--- config.mk ---
export PLATFORM = sky130hd
export DESIGN_NAME = fpu_seq_ctrl
export DESIGN_NICKNAME = d
export VERILOG_FILES = /design/src/rtl/fpu_seq_ctrl.sv
export SDC_FILE = /design/constraint.sdc
export NUM_CORES = 1
export LEC_CHECK = 0
export BUFFER_PORTS_ARGS = -buffer_cell sky130_fd_sc_hd__clkbuf_2
export CORE_MARGIN = 10
export CORE_UTILIZATION = 40
export DETAILED_ROUTE_END_ITERATION = 8
export PLACE_DENSITY_LB_ADDON = 0.08
export SETUP_SLACK_MARGIN = 0.5
export SYNTH_ARGS = -nofsm -noshare
export SYNTH_HDL_FRONTEND = slang
export SYNTH_SLANG_ARGS = --single-unit
--- constraint.sdc ---
create_clock -name clk -period 7 [get_ports clk]
set_clock_uncertainty 0.1 [all_clocks]
set_input_delay 1.4 -clock clk [delete_from_list [all_inputs] [get_ports clk]]
set_output_delay 1.4 -clock clk [all_outputs]
set_load 0.05 [all_outputs]
--- src/rtl/fpu_seq_ctrl.sv ---
// fpu_seq_ctrl: byte-wide CPU register window and start/done/ack sequencer for the FPU core.
module fpu_seq_ctrl #(
    parameter int unsigned TIMEOUT_CYCLES = 4096,
    parameter int unsigned TMR_W          = 13
) (
    input  logic        clk,
    input  logic        arst,
    input  logic        cs,
    input  logic        wr,
    input  logic        rd,
    input  logic [3:0]  addr,
    input  logic [7:0]  din,
    output logic [7:0]  dout,
    output logic        irq,
    output logic        core_start,
    output logic [3:0]  core_op,
    output logic [31:0] core_a,
    output logic [31:0] core_b,
    input  logic [31:0] core_result,
    input  logic        core_done,
    output logic        core_ack
);

    localparam logic [3:0]       ADDR_CMD    = 4'd12;
    localparam logic [3:0]       ADDR_STATUS = 4'd13;
    localparam logic [3:0]       ADDR_CTRL   = 4'd14;
    localparam logic [3:0]       OP_MAX      = 4'hD;
    localparam logic [TMR_W-1:0] TMR_LAST    = TMR_W'(TIMEOUT_CYCLES - 1);

    typedef enum logic [1:0] {
        main_idle_st,
        main_wait_st,
        main_finish_st,
        main_wait_ack_st
    } state_e;

    state_e             state_q, state_d;
    logic [31:0]        a_q, a_d;
    logic [31:0]        b_q, b_d;
    logic [31:0]        res_q, res_d;
    logic [3:0]         op_q, op_d;
    logic               busy_q, busy_d;
    logic               done_q, done_d;
    logic               err_q, err_d;
    logic               irq_en_q, irq_en_d;
    logic               start_q, start_d;
    logic               ack_q, ack_d;
    logic [TMR_W-1:0]   tmr_q, tmr_d;

    logic               wr_en;
    logic               rd_status;
    logic               cmd_wr;
    logic               abort;
    logic               set_ev;

    assign wr_en     = cs & wr;
    assign rd_status = cs & rd & (addr == ADDR_STATUS);
    assign cmd_wr    = wr_en & (addr == ADDR_CMD);
    assign abort     = wr_en & (addr == ADDR_CTRL) & din[1];

    // State and register file, cleared asynchronously by arst.
    always_ff @(posedge clk or posedge arst) begin
        if (arst) begin
            state_q  <= main_idle_st;
            a_q      <= '0;
            b_q      <= '0;
            res_q    <= '0;
            op_q     <= '0;
            busy_q   <= 1'b0;
            done_q   <= 1'b0;
            err_q    <= 1'b0;
            irq_en_q <= 1'b0;
            start_q  <= 1'b0;
            ack_q    <= 1'b0;
            tmr_q    <= '0;
        end else begin
            state_q  <= state_d;
            a_q      <= a_d;
            b_q      <= b_d;
            res_q    <= res_d;
            op_q     <= op_d;
            busy_q   <= busy_d;
            done_q   <= done_d;
            err_q    <= err_d;
            irq_en_q <= irq_en_d;
            start_q  <= start_d;
            ack_q    <= ack_d;
            tmr_q    <= tmr_d;
        end
    end

    // Next-state: bus writes, sequencing, timeout/abort and clear-on-read with set priority.
    always_comb begin
        state_d  = state_q;
        a_d      = a_q;
        b_d      = b_q;
        res_d    = res_q;
        op_d     = op_q;
        busy_d   = busy_q;
        done_d   = done_q;
        err_d    = err_q;
        irq_en_d = irq_en_q;
        start_d  = 1'b0;
        ack_d    = ack_q;
        tmr_d    = tmr_q;
        set_ev   = 1'b0;

        if (wr_en && !busy_q) begin
            if (addr[3:2] == 2'd0) begin
                a_d[{addr[1:0], 3'b000} +: 8] = din;
            end else if (addr[3:2] == 2'd1) begin
                b_d[{addr[1:0], 3'b000} +: 8] = din;
            end
        end
        if (wr_en && (addr == ADDR_CTRL)) begin
            irq_en_d = din[0];
        end

        case (state_q)
            main_idle_st: begin
                if (cmd_wr) begin
                    if (din[3:0] <= OP_MAX) begin
                        op_d    = din[3:0];
                        busy_d  = 1'b1;
                        done_d  = 1'b0;
                        err_d   = 1'b0;
                        start_d = 1'b1;
                        tmr_d   = '0;
                        state_d = main_wait_st;
                    end else begin
                        done_d  = 1'b1;
                        err_d   = 1'b1;
                        set_ev  = 1'b1;
                    end
                end
            end
            main_wait_st: begin
                if (core_done) begin
                    state_d = main_finish_st;
                end else if (abort || (tmr_q == TMR_LAST)) begin
                    done_d  = 1'b1;
                    err_d   = 1'b1;
                    busy_d  = 1'b0;
                    set_ev  = 1'b1;
                    state_d = main_idle_st;
                end else begin
                    tmr_d = tmr_q + TMR_W'(1);
                end
            end
            main_finish_st: begin
                res_d   = core_result;
                done_d  = 1'b1;
                busy_d  = 1'b0;
                ack_d   = 1'b1;
                set_ev  = 1'b1;
                state_d = main_wait_ack_st;
            end
            main_wait_ack_st: begin
                if (!core_done) begin
                    ack_d   = 1'b0;
                    state_d = main_idle_st;
                end
            end
            default: state_d = main_idle_st;
        endcase

        if (rd_status && !set_ev) begin
            done_d = 1'b0;
            err_d  = 1'b0;
        end
    end

    // Read mux; busy bit also covers the non-idle tail so software waits for idle.
    always_comb begin
        dout = '0;
        if (cs && rd) begin
            case (addr[3:2])
                2'd0: dout = a_q[{addr[1:0], 3'b000} +: 8];
                2'd1: dout = b_q[{addr[1:0], 3'b000} +: 8];
                2'd2: dout = res_q[{addr[1:0], 3'b000} +: 8];
                default: begin
                    case (addr[1:0])
                        2'd0:    dout = {4'b0000, op_q};
                        2'd1:    dout = {5'b00000, err_q, done_q, busy_q | (state_q != main_idle_st)};
                        2'd2:    dout = {7'b0000000, irq_en_q};
                        default: dout = '0;
                    endcase
                end
            endcase
        end
    end

    assign irq        = done_q & irq_en_q;
    assign core_start = start_q;
    assign core_ack   = ack_q;
    assign core_op    = op_q;
    assign core_a     = a_q;
    assign core_b     = b_q;

endmodule

# Word level (Yosys, flattened, before mapping)
# Index checks and enable logic that the tools add are counted.
# word_totals
register_bits,121
# classes
eq_ne,21
n_lt_le_gt_ge,1
n_bitwise,9
n_shift,5
n_reduce_logical,25
add_sub_neg,2
n_mux,38
# op_table
cell,count
indexed part select 32 x 6 -> 8 bit,3
bitwise mux 32 bit,2
two-way mux 13 bit,4
variable shift 8 x 7 -> 32 bit (first input constant),1
indexed part select 8 x 7 -> 32 bit,1
one-hot mux 13 bit (2 select lines),1
one-hot mux 8 bit (3 select lines),1
two-way mux 1 bit,17
adder 13 x 1 -> 13 bit (second input constant),1
equality test 13 x 12 -> 1 bit (second input constant),1
equality test 4 bit (second input constant),3
!= test 2 bit (second input constant),6
!= test 3 bit (second input constant),4
one-hot mux 4 bit (3 select lines),1
AND reduction 4 bit,3
two-way mux 2 bit,5
AND reduction 5 bit,2
one-hot mux 1 bit (3 select lines),3
equality test 2 bit (second input constant),4
two-way mux 8 bit,1
one-hot mux 2 bit (4 select lines),1
bitwise AND 1 bit,7
negator 5 -> 7 bit,1
equality test 2 x 1 -> 1 bit (second input constant),3
other kinds (13),25

# Depth between registers and ports, before layout
# Gate-level depths: netlist of the first run.
# logic_depth
ltp_word,11
depth_mapped,11
depth_no_buf,7

# Least setup slack after synthesis of the first run
# OpenSTA, ideal clock, no wires.
# synth_timing
path_type,in2out
from,input addr[2]
to,output dout[4]
arrival_ns,3.717
path_slack_ns,1.783
cell_stages,8
n_path_buf,2
path_cell_list,inv_1 -> ha_1 -> clkbuf_1 -> buf_2 -> a22oi_1 -> a21oi_1 -> a21oi_1 -> a211oi_1
# synth_via
elab_chain_len,3
elab_cells_between_ends,5
classes_between,2 x eq/ne; 2 x mux; 1 x reduce/logical
# synth_rtl
element,line_no,source
"start, declared",11,"input logic [3:0] addr,"
equality test 2 bit (tied with other cells),177,case (addr[3:2])
one-hot mux 8 bit (3 select lines) (*),177,
two-way mux 8 bit (*),176,if (cs && rd) begin
"end, declared",13,"output logic [7:0] dout,"
# Every way passes the cells marked *; elsewhere a longest branch is shown, timed or not.

# Final worst setup path of the first run
# layout_timing
from,input addr[2]
to,output dout[0]
# The elaborated chain is that of the path after synthesis.

==> results of run 1 <==
[registers in the layout, summed over array words and instances, names as in the netlist, named ones only]
| signal | cells |
|---|---|
| core_a | 32 |
| core_op | 4 |
| busy_q | 1 |
| res_q | 32 |
| err_q | 1 |
| core_ack | 1 |
| core_b | 32 |
| done_q | 1 |
| state_q | 1 |
| irq_en_q | 1 |
| tmr_q | 13 |
| core_start | 1 |
[final cells by class]
type                       instances  area (µm²)
fill                            1371        7240
inverter                          15        58.8
timing repair buffer             130         656
clock inverter                     8         119
multi-input combinational        414        2720
tap                              184         230
clock buffer                      23         478
sequential                       121        3030
[kinds of logic (layout without fill, tap and decap cells)]
logic type | count (synthesis) | count (layout)
muxes | 48 | 48
and+or+nand+nor | 184 | 184
adders and majority gates | 15 | 15
buffers and inverters | 49 | 176
DFF | 121 | 121
AOI/OAI and AO/OA | 167 | 167
[through the flow]
step | area [µm²] | worst slack, ns
floorplan | 5950 | 1.78
global placement | 6690 | 1.78
detailed placement | 6690 | 1.69
CTS | 7290 | 1.69
global route | 7290 | 1.41
finish | 7290 | 1.66
[worst min-delay path by stage]
| stage | endpoint | slack (ns) | startpoint | depth (start not counted) |
|---|---|---|---|---|
| 2_1_floorplan | tmr_q[0]$_DFFE_PP0P_ | 0.38 | tmr_q[0]$_DFFE_PP0P_ | 1 |
| 3_3_place_gp | core_a[23]$_DFFE_PP0P_ | 0.39 | core_a[23]$_DFFE_PP0P_ | 2 |
| 3_5_place_dp | core_a[30]$_DFFE_PP0P_ | 0.40 | core_a[30]$_DFFE_PP0P_ | 2 |
| 4_1_cts | core_a[30]$_DFFE_PP0P_ | 0.41 | core_a[30]$_DFFE_PP0P_ | 2 |
| 5_1_grt | res_q[9]$_DFFE_PP0P_ | 0.43 | res_q[9]$_DFFE_PP0P_ | 1 |
| 6_report | core_a[30]$_DFFE_PP0P_ | 0.41 | core_a[30]$_DFFE_PP0P_ | 2 |
[Yosys cell counts (2+ instances only)]
| cell type | instances |
|---|---|
| a211o_1 | 4 |
| a211oi_1 | 8 |
| a21oi_1 | 27 |
| a221oi_1 | 20 |
| a22oi_1 | 14 |
| a31oi_1 | 3 |
| and4_1 | 2 |
| buf_1 | 5 |
| buf_2 | 8 |
| clkbuf_1 | 20 |
| dfrtp_1 | 121 |
| ha_1 | 15 |
| inv_1 | 14 |
| mux2_2 | 34 |
| mux2i_1 | 6 |
| mux4_2 | 8 |
| nand2_1 | 123 |
| nand3_1 | 5 |
| nand4_1 | 5 |
| nand4_4 | 2 |
| nor2_1 | 16 |
| nor3_1 | 10 |
| nor3b_1 | 3 |
| o21ai_0 | 73 |
| o21ai_1 | 2 |
| o22a_1 | 3 |
| o31ai_1 | 2 |
| or2_2 | 4 |
| or3_1 | 5 |
| or4_1 | 3 |
[worst reg2reg max path, cell delays in order (launching register included)]
cell	delay, ns
dfrtp_1	0.42
inv_1	0.12
ha_1	0.42
nand2_1	0.22
nor3_1	1.06
a21oi_1	0.11
[metal layers]
layer,GRT usage [%],up-vias
li1,-,2357
met1,27.3,2440
met2,26.1,184
met3,6.91,21
met4,4.79,0
met5,0,-
[power groups by stage]
| stage | clock network (W) | registers (W) | logic, W |
|---|---|---|---|
| after floorplan | 0 | 0.00107 | 0.000378 |
| after CTS | 0.000904 | 0.000991 | 0.000644 |
| final | 0.000889 | 0.000992 | 0.000638 |
| after detailed placement | 0 | 0.000997 | 0.000640 |
| after global routing | 0.000942 | 0.00101 | 0.000701 |
| after global placement | 0 | 0.00100 | 0.000629 |
==> results.txt, run 1 <==
Synth area leaders: dfrtp_1, nand2_1, mux2_2
RR Startpoint: state_q[0]$_DFFE_PP0P_
Synth Area in Adders: 3.15%
DP HPWL: 14300 µm
Top cell by count, worst path: clkbuf_2
Root buffer cell: clkbuf_16
Final setup vio count: 0
Routed Antenna Nets: 0
Commonest non-fill, non-tap cells in the layout: clkbuf_2, nand2_1, dfrtp_1, o21ai_0, mux2_2
Max FO, Critical Path: 32
Clock power frac: 35.3%
Post-synth net total: 649
XOR/XNOR Fraction of Synth Area: 0%
Worst setup path class: input port to output port
Netlist Area Pre-Place: 5950 µm²
Post-CTS Setup Bufs: 0
Synth async-reset ratio: 100%
Worst slew pin tran: 1.34 ns
Max-cap violations: 0
Worst slew margin: 9.94%
Num Clock Sinks: 121
Total Power: 0.00252 W
Mapped Cells: 584
Port Buffers: 128
Antenna Cells: 0
CP Buf/Inv Count: 3
Post-synthesis sequential area ratio: 50.9%
Synth-to-layout area growth: 22.5%
Vias in the first global route: 4999
Crit path capture: dout[0]
HP Class: flip-flop to flip-flop
Fin crit share: 76.3%
Max stage delay on crit path: 0.85 ns
Seq cells post-synth: 121
H-tree depth reported by CTS: 4
# placed instances: 864
Row cnt: 44
Synth Area in Simple Gates: 14.1%
Initial antenna violation count: 0
Non-filler cells in the finished layout: 895
Area leader, netlist: dfrtp_1
Die Y: 142 µm
Clock Pin Slew Worst Setup and Hold Paths: 0.06 ns
CTS tree: yes
Final nets: 764
I/O Pins: 129
Avg Cell Area, Syn: 10.2 µm²
DIE AREA: 20200 µm²
Starting DRC count in detailed routing: 467
PD cells: 346 nW/µm²
Combinational power share: 25.3%
Grt ovf: 0
Status: complete, no violations
Lkg Pwr: 3.31 nW
Sw power: 0.000830 W
Post-synthesis mux area share: 10.5%
CP top delay family: compound AO/OA/AOI/OAI gates
Synth cell types: 49
FMAX: 187 MHz
Area share of the leading cell type in the synthesized netlist: 50.9%
Routed met1 length: 9160 µm
Max Used Layer: met4
Max-slew violations: 0
WL/cell: 20.9 µm
Setup TNS: 0 ns
Post-synth EDFFs: 0
Clock period minus worst slack: 5.34 ns
R2R setup slack: 4.37 ns
Critical path depth: 9
Worst reg2reg path depth: 5
Reg2reg end: tmr_q[6]$_DFFE_PP0P_
Clk buf depth: 2
WL final: 18700 µm
Crit path launch: addr[2]
Seq pwr share: 39.4%
Tot GR Track Use: 18.9%
Hold_buf cts: 0
Commonest non-fill, non-tap cell in the layout: clkbuf_2
Num CTS Buffers: 17
Via Count: 5002
Synth Area in Compound Gates: 18.0%
Worst vdd ir: 0.178 mV
Fin. Hold Viols: 0
Cells along the critical path: clkbuf_2 > inv_1 > ha_1 > a22oi_1 > a211oi_1 > a21oi_1 > a211o_1 > o21ai_0 > clkbuf_2
WL met3: 1510 µm
Largest family of logic cells by synthesized area: compound AO/OA/AOI/OAI gates
Via-per-instance ratio: 5.59
First-pass GRT wire length: 29600 µm
Worst-skew pair later-pin latency: 0.41 ns
Core ar.: 14500 µm²
Worst Path Required: 5.50 ns
Critical Path Sink Type: output port
Type of origin of the critical path: input port
Slowest stage cell, crit path: ha_1
Die X: 142 µm
Largest net degree at the start of global routing: 71
DRC errors left: 0
Share of cells above drive strength 1: 30.0%
Int Pwr: 0.00169 W
Initial Utilization: 40.9%
WHS: 0.406 ns
Yosys warns: 0
RSZ-0062 raised after global routing: false
Sw frac: 32.9%
Final core utilization: 50.2%
Post-CTS Resized: 0
Metal2 WL: 7850 µm
WP data arrival: 3.84 ns
Initial DRT Pass Iterations: 4
Placer Congestion: 0.934
Predominant post-synthesis flop cell: dfrtp_1
Note: power is estimated with default switching activity, not from simulation.
==> inputs of run 2 (changes only) <==
- clock period: 7 -> 4.75 ns (I/O delays scaled with it)
==> results.txt, run 2 (same netlist as run 1, synthesis figures left out) <==
Clk buf depth: 2 (unchanged)
Num CTS Buffers: 17 (unchanged)
H-tree depth reported by CTS: 4 (unchanged)
Routed Antenna Nets: 0 (unchanged)
HP Class: flip-flop to flip-flop
Max-cap violations: 0 (unchanged)
Commonest non-fill, non-tap cell in the layout: clkbuf_2
DRC errors left: 0 (unchanged)
DIE AREA: 20200 µm² (unchanged)
Clock Pin Slew Worst Setup and Hold Paths: 0.05 ns (about the same)
CTS tree: yes
First-pass GRT wire length: 29200 µm (-1.2%)
Setup TNS: 0 ns (unchanged)
Status: complete, no violations
Clock period minus worst slack: 4.06 ns
Core ar.: 14500 µm² (unchanged)
Die X: 142 µm (unchanged)
Worst Path Required: 3.70 ns (-1.80 ns)
Max FO, Critical Path: 18 (-44%)
Fin. Hold Viols: 0 (unchanged)
Post-CTS Setup Bufs: 0 (unchanged)
Via-per-instance ratio: 5.49 (-1.7%)
Worst slew margin: 40.1% (+30 points)
Starting DRC count in detailed routing: 412 (-12%)
PD cells: 505 nW/µm² (+46%)
Critical Path Sink Type: output port
Hold_buf cts: 0 (unchanged)
WL final: 18600 µm (-0.45%)
R2R setup slack: 2.15 ns (-2.22 ns)
Vias in the first global route: 4962 (-0.74%)
# placed instances: 870 (+0.69%)
Worst vdd ir: 0.256 mV (+44%)
Filler Cell Count: 1371 (unchanged)
Hold path startpoint: core_a[28]$_DFFE_PP0P_
Lkg Pwr: 3.34 nW (+0.87%)
DP HPWL: 14400 µm (+0.32%)
Initial antenna violation count: 0 (unchanged)
Worst reg2reg path depth: 7 (+2)
Num Clock Sinks: 121 (unchanged)
Share of cells above drive strength 1: 31.1% (+1.1 points)
Root buffer cell: clkbuf_16
Multi-input logic area: 2740 µm² (+0.74%)
Reg2reg end: tmr_q[6]$_DFFE_PP0P_
Initial Utilization: 40.9% (unchanged)
Worst setup path class: input port to output port
Min-Delay Endpoint: core_a[28]$_DFFE_PP0P_
Via Count: 4950 (-1.0%)
WP data arrival: 3.01 ns (-0.83 ns)
Type of origin of the critical path: input port
Row cnt: 44 (unchanged)
Worst-skew pair later-pin latency: 0.42 ns (about the same)
Tot GR Track Use: 18.7% (-0.23 points)
RSZ-0062 raised after global routing: false
Hold path cells: 2 (unchanged)
Non-filler cells in the finished layout: 901 (+0.67%)
Port Buffers: 128 (unchanged)
Synth-to-layout area growth: 23.6%
Die Y: 142 µm (unchanged)
Largest net degree at the start of global routing: 66 (-7.0%)
Reg area: 3030 µm² (unchanged)
Worst slew pin tran: 0.892 ns (-0.448 ns)
Max-slew violations: 0 (unchanged)
WHS: 0.407 ns (+0.000745 ns)
FMAX: 247 MHz
Final setup vio count: 0 (unchanged)
Placer Congestion: 0.877 (-6.1%)
Commonest non-fill, non-tap cells in the layout: clkbuf_2, nand2_1, dfrtp_1, o21ai_0, mux2_2
I/O Pins: 129 (unchanged)
Antenna Cells: 0 (unchanged)
Final nets: 770 (+0.79%)
Grt ovf: 0 (unchanged)
Post-CTS Resized: 0 (unchanged)
Fin crit share: 85.4%
Initial DRT Pass Iterations: 6 (+2)
WL/cell: 20.7 µm (-1.1%)
==> run 2: cell count changes in the layout (fill, tap and decap cells not counted) <==
cell / delta
a211oi_2: +4
clkinvlp_4: +1
buf_4: +6
a211oi_1: -4
inv_4: -1
==> run 2: worst max-delay path: stages <==
cell      delay, ns
clkbuf_2       0.11
inv_1          0.08
ha_1           0.52
buf_4          0.32
a221oi_1       0.11
nor3_1         0.18
a21oi_1        0.09
a211oi_2       0.32
clkbuf_2       0.33
==> run 2: routing by layer <==
metal	vias to the layer above	global-route usage, %	share of wire [%]
met5	-	0	0
li1	2367	-	-
met2	177	25.8	42
met3	14	5.24	7.1
met1	2392	27.5	50
met4	0	5.76	1.1
==> run 2: power by group <==
group / internal, W / switching [W] / leakage [nW]
registers: 0.00126 / 0.000200 / 1.60
clock network: 0.000860 / 0.000448 / 0.297
logic: 0.000368 / 0.000574 / 1.45
==> run 2: area by class of cell <==
type                    count  area share (%)
flip-flops and latches    121            41.2
multi-input cells         414            37.3
repair buffers            136            9.53
clock buffers              23            6.50
well taps                 184            3.13
clock inverters             8            1.62
inverters                  15           0.816
==> run 2: per-stage QoR <==
step | util (%) | total power (W) | cell area [µm²] | setup WS (ns)
finish | 50.6 | 0.00371 | 7360 | 0.694
global route | 50.6 | 0.00389 | 7360 | 0.548
CTS | 50.6 | 0.00375 | 7360 | 0.684
detailed placement | 46.5 | 0.00242 | 6760 | 0.689
global placement | 46.5 | 0.00240 | 6760 | 0.768
floorplan | - | 0.00213 | 5970 | 0.580
==> run 2: worst max-delay path by stage <==
stage	start	endpoint	slack, ns	depth (start not counted)
detailed placement	addr[3]	dout[7]	0.69	9
global placement	addr[2]	dout[2]	0.77	9
global route	addr[3]	dout[4]	0.55	9
finish	addr[3]	dout[7]	0.69	9
CTS	addr[3]	dout[7]	0.68	9
floorplan	addr[1]	dout[1]	0.58	8
